[config.mk]
export PLATFORM = sky130hd
export DESIGN_NAME = fifo_write_arbiter
export DESIGN_NICKNAME = d
export VERILOG_FILES = /design/src/rtl/fifo_write_arbiter.sv
export SDC_FILE = /design/constraint.sdc
export NUM_CORES = 1
export LEC_CHECK = 0
export ABC_AREA = 1
export CORE_UTILIZATION = 41
export DETAILED_ROUTE_END_ITERATION = 7
export MAX_ROUTING_LAYER = met4
export PLACE_DENSITY_LB_ADDON = 0.05
export SETUP_SLACK_MARGIN = 0.5
export SYNTH_ARGS = -nofsm -noshare
export SYNTH_HDL_FRONTEND = slang
export SYNTH_SLANG_ARGS = --single-unit
export TNS_END_PERCENT = 10
[constraint.sdc]
create_clock -name i_clk -period 5.33 [get_ports i_clk]
set_input_delay 0.7995 -clock i_clk [delete_from_list [all_inputs] [get_ports i_clk]]
set_output_delay 0.7995 -clock i_clk [all_outputs]
set_load 0.1 [all_outputs]
[src/rtl/fifo_write_arbiter.sv]
// Round-robin, packet-aware arbiter merging valid/ready producers into one FIFO write port.
// Optional per-requester packet counters are enabled by defining FIFO_ARB_PKT_COUNT_EN.
module fifo_write_arbiter #(
  parameter int unsigned NUM_REQUESTERS = 4,
  parameter int unsigned DATA_WIDTH     = 8
) (
  input  logic                                 i_clk,
  input  logic                                 i_rst_n,
  input  logic [NUM_REQUESTERS*DATA_WIDTH-1:0] i_req_data,
  input  logic [NUM_REQUESTERS-1:0]            i_req_valid,
  input  logic [NUM_REQUESTERS-1:0]            i_req_last,
  output logic [NUM_REQUESTERS-1:0]            o_req_ready,
  output logic [DATA_WIDTH-1:0]                o_data,
  output logic                                 o_last,
  output logic [((NUM_REQUESTERS > 1) ? $clog2(NUM_REQUESTERS) : 1)-1:0] o_source,
  output logic                                 o_valid,
  input  logic                                 i_ready,
  output logic [NUM_REQUESTERS*16-1:0]         o_pkt_count
);

  localparam int unsigned SourceWidth = (NUM_REQUESTERS > 1) ? $clog2(NUM_REQUESTERS) : 1;
  localparam logic [SourceWidth-1:0] LastIdx = SourceWidth'(NUM_REQUESTERS - 1);

  typedef enum logic [0:0] {StIdle, StLocked} state_e;

  state_e                   state_q;
  logic [SourceWidth-1:0]   ptr_q;
  logic [SourceWidth-1:0]   owner_q;
  logic [DATA_WIDTH-1:0]    data_q;
  logic                     last_q;
  logic [SourceWidth-1:0]   source_q;
  logic                     valid_q;

  logic                      accept;
  logic                      found;
  logic                      xfer;
  logic                      winner_last;
  logic [SourceWidth-1:0]    winner;
  logic [SourceWidth-1:0]    next_ptr;
  logic [NUM_REQUESTERS-1:0] grant;
  logic [DATA_WIDTH-1:0]     winner_data;

  assign accept = !valid_q || i_ready;

  // While locked the owner keeps the grant even when it is not valid.
  always_comb begin
    int unsigned idx;
    idx    = 0;
    grant  = '0;
    winner = '0;
    found  = 1'b0;
    if (state_q == StLocked) begin
      winner = owner_q;
      found  = 1'b1;
    end else begin
      for (int unsigned i = 0; i < NUM_REQUESTERS; i++) begin
        idx = 32'(ptr_q) + i;
        if (idx >= NUM_REQUESTERS) idx = idx - NUM_REQUESTERS;
        if (!found && i_req_valid[idx]) begin
          found  = 1'b1;
          winner = SourceWidth'(idx);
        end
      end
    end
    if (found) grant[winner] = 1'b1;
  end

  assign winner_last = i_req_last[winner];
  assign winner_data = i_req_data[32'(winner) * DATA_WIDTH +: DATA_WIDTH];
  assign xfer        = accept && found && i_req_valid[winner];
  assign next_ptr    = (winner == LastIdx) ? '0 : winner + 1'b1;

  // Gated by reset so no producer sees a handshake while the block is held in reset.
  assign o_req_ready = (accept && i_rst_n) ? grant : '0;

  always_ff @(posedge i_clk or negedge i_rst_n) begin
    if (!i_rst_n) begin
      state_q <= StIdle;
      ptr_q   <= '0;
      owner_q <= '0;
    end else if (xfer) begin
      unique case (state_q)
        StIdle: begin
          if (winner_last) begin
            ptr_q <= next_ptr;
          end else begin
            state_q <= StLocked;
            owner_q <= winner;
          end
        end
        StLocked: begin
          if (winner_last) begin
            state_q <= StIdle;
            ptr_q   <= next_ptr;
          end
        end
        default: state_q <= StIdle;
      endcase
    end
  end

  always_ff @(posedge i_clk or negedge i_rst_n) begin
    if (!i_rst_n) begin
      data_q   <= '0;
      last_q   <= 1'b0;
      source_q <= '0;
      valid_q  <= 1'b0;
    end else if (xfer) begin
      data_q   <= winner_data;
      last_q   <= winner_last;
      source_q <= winner;
      valid_q  <= 1'b1;
    end else if (i_ready) begin
      valid_q  <= 1'b0;
    end
  end

  assign o_data   = data_q;
  assign o_last   = last_q;
  assign o_source = source_q;
  assign o_valid  = valid_q;

`ifdef FIFO_ARB_PKT_COUNT_EN
  logic [15:0] pkt_cnt_q [NUM_REQUESTERS];

  always_ff @(posedge i_clk or negedge i_rst_n) begin
    if (!i_rst_n) begin
      for (int unsigned k = 0; k < NUM_REQUESTERS; k++) pkt_cnt_q[k] <= '0;
    end else if (xfer && winner_last) begin
      for (int unsigned k = 0; k < NUM_REQUESTERS; k++) begin
        if (winner == SourceWidth'(k) && pkt_cnt_q[k] != 16'hFFFF) begin
          pkt_cnt_q[k] <= pkt_cnt_q[k] + 16'd1;
        end
      end
    end
  end

  for (genvar k = 0; k < NUM_REQUESTERS; k++) begin : g_cnt_out
    assign o_pkt_count[k*16 +: 16] = pkt_cnt_q[k];
  end
`else
  assign o_pkt_count = '0;
`endif

endmodule
==> impl_metrics.toml <==
[status]
status = "finished, final reports clean"

[cts]
postCtsHoldBufs = 0
postCtsSetupRepairBufs = 0
clock_sinks = 17
post_cts_resized = 0
cts_buffer_depth = 2
htreeDepth = 1
cts_tree = "yes"
cts_buffers = 3
path_clk_slew_ns = 0.06
insertion_delay_ns = 0.25
cts-root-buf = "clkbuf_8"

[placement]
place_ws_ns = 1.40
placed_area_mm2 = 0.00240
hpwl_um = 3310
port_buffers = 58
place_congestion = 0.877

[yosys]
yosysWarnings = 0
synthDistinctLibCells = 30
synthFlopType = "dfrtp_1"
synth_area_mm2 = 0.00203
seq_area_frac_synth_pct = 20.9
netlist_instances = 305
syn_avg_cell_area_um2 = 6.67
async_reset_ff_share_pct = 100
ys_seq_elements = 17
synth_edf_count = 0

[flow_run]
cap_violations = 0

[worst_hold_path]
hold_class = "reg2reg"
hold_path_startpoint = "o_last"
hold_path_end = "o_last"
hold_depth = 2

[die]
chipWidth_um = 72.4
fp.coreArea_mm2 = 0.00475
initial_utilization_pct = 42.8
die_area_mm2 = 0.00524
io_pins = 123
rows = 25
die_h_um = 72.4

[timing]
max_freq_mhz = 254
min_period_over_period_pct = 73.8
finalMaxSlewViolations = 0
rsz0062_at_grt = "no"
setup_slack_ns = 1.40
fin_skew_ns = 0.00373
max-slew-margin-rel_pct = 33.9
tns_ns = 0
hold_viol = 0
worst_slew_pin_slew_ns = 0.988
setup_viol = 0
min_period_ns = 3.93

[global_route]
track_usage_pct = 16.5
grt_max_degree = 24
grt_pass1_wl_um = 6560
antenna_found_initial = 0
grt_overflow_total = 0
grt_pass1_vias = 1501

[critical_path]
critical_path_class = "in2out"
cp_data_required_time_ns = 4.53
r2r_end = "ptr_q[0]"
r2r_slack_ns = 2.75
rr_startpoint = "ptr_q[0]"
crit_arrival_ns = 3.13
crit_path_end_kind = "output pin"
ff2ff_path_depth = 19
start_kind = "input port"
critPathMaxFanout = 20

[finish]
drive_gt1_share_pct = 11.4
design_area_mm2 = 0.00244
diodes = 0
final_nets = 407
fillCellCount = 514
syn2layout_area_growth_pct = 20.1

[detailed_routing]
via_per_inst = 4.05
drc = 0
wl_per_cell_um = 9.77
vias = 1733
wl_um = 4180
dr.pass1.iters = 4
drtAntennaViolNets = 0
drtIter0Drc = 62
==> final cells by class <==
type | instances | area [µm²] | share of cell area [%]
well taps | 67 | 83.8 | 3.43
multi-input cells | 256 | 1210 | 49.4
inverters | 24 | 95.1 | 3.90
flip-flops and latches | 17 | 425 | 17.4
repair buffers | 60 | 586 | 24.0
clock buffers | 4 | 45.0 | 1.85
==> cell families after synthesis <==
group | Yosys count | synth area share [%]
flops | 17 | 20.9
buf+inv | 95 | 31.4
other cells | 1 | 0.184
fa+ha+maj | 2 | 1.23
compound gates | 25 | 8.06
simple gates | 165 | 38.2
==> registers in the layout, indices dropped and copies added (netlist names) <==
signal and count:
owner_q 2, state_q 1, o_valid 1, o_data 8
ptr_q 2, o_source 2, o_last 1
==> stage by stage <==
step                std cells  hold WS [ns]  util [%]
floorplan                 368         0.504         -
global placement          424         0.469      50.4
detailed placement        424         0.471      50.4
CTS                       428         0.487      51.3
global route              428         0.524      51.3
finish                    428         0.476      51.3
==> placed cells by master, fill, tap and decap left out, types with 2 or more instances in the layout <==
master,netlist,routed
conb_1,1,64
nor2_2,2,2
o21ai_0,19,19
inv_1,18,18
nor2_1,3,3
nor3_1,2,2
buf_4,64,6
ha_1,2,2
nand2_1,109,109
dfrtp_1,17,17
nand3_1,17,17
clkbuf_8,0,3
or2_0,7,7
nand2_4,3,3
clkinv_1,2,2
clkdlybuf4s50_1,0,54
nand2_2,16,16
inv_2,3,3
o21ai_4,2,2
o21bai_1,2,2
==> worst max path at each step <==
stage	startpoint	end	slack, ns	depth (start not counted)
after floorplan	i_req_valid[3]	o_req_ready[1]	0.76	12
after global placement	i_req_valid[3]	o_req_ready[2]	1.44	14
after detailed placement	i_req_valid[1]	o_req_ready[2]	1.40	14
after CTS	i_req_valid[3]	o_req_ready[2]	1.39	14
after global routing	i_req_valid[1]	o_req_ready[2]	1.15	14
final	i_req_valid[3]	o_req_ready[2]	1.40	14
==> cell usage after synthesis, drive strengths merged, types with 2 or more instances <==
cell type,number,area share (%)
inv,22,4.3
o21ai,21,6.3
nand3,19,5.5
ha,2,1.2
dfrtp,17,21
or2,8,2.5
o21bai,2,0.74
nand2,129,28
clkinv,2,0.37
a21oi,2,1.0
buf,71,27
nor2,6,1.7
nor3,2,0.49
==> critical path, cell delays in order <==
cell and delay [ns]:
clkdlybuf4s50_1 0.42, inv_1 0.10, nand2_1 0.07, nand3_1 0.14, nand2_2 0.09, nor2_4 0.16
nand3_2 0.08, nand2_2 0.10, o21ai_4 0.07, inv_1 0.43, ha_1 0.23, nand2_1 0.05
nor2_1 0.09, buf_4 0.29
==> metal layers <==
| metal | vias up | global-route usage (%) | share of wire, % |
|---|---|---|---|
| met2 | 69 | 27.8 | 47 |
| li1 | 922 | - | - |
| met1 | 742 | 20.1 | 46 |
| met3 | 0 | 5.14 | 7.3 |
| met5 | - | - | 0 |
| met4 | 0 | 1.31 | 0 |
Power is not shown: default switching activity piles up to over one toggle a cycle in this logic, so the estimate is an artifact.
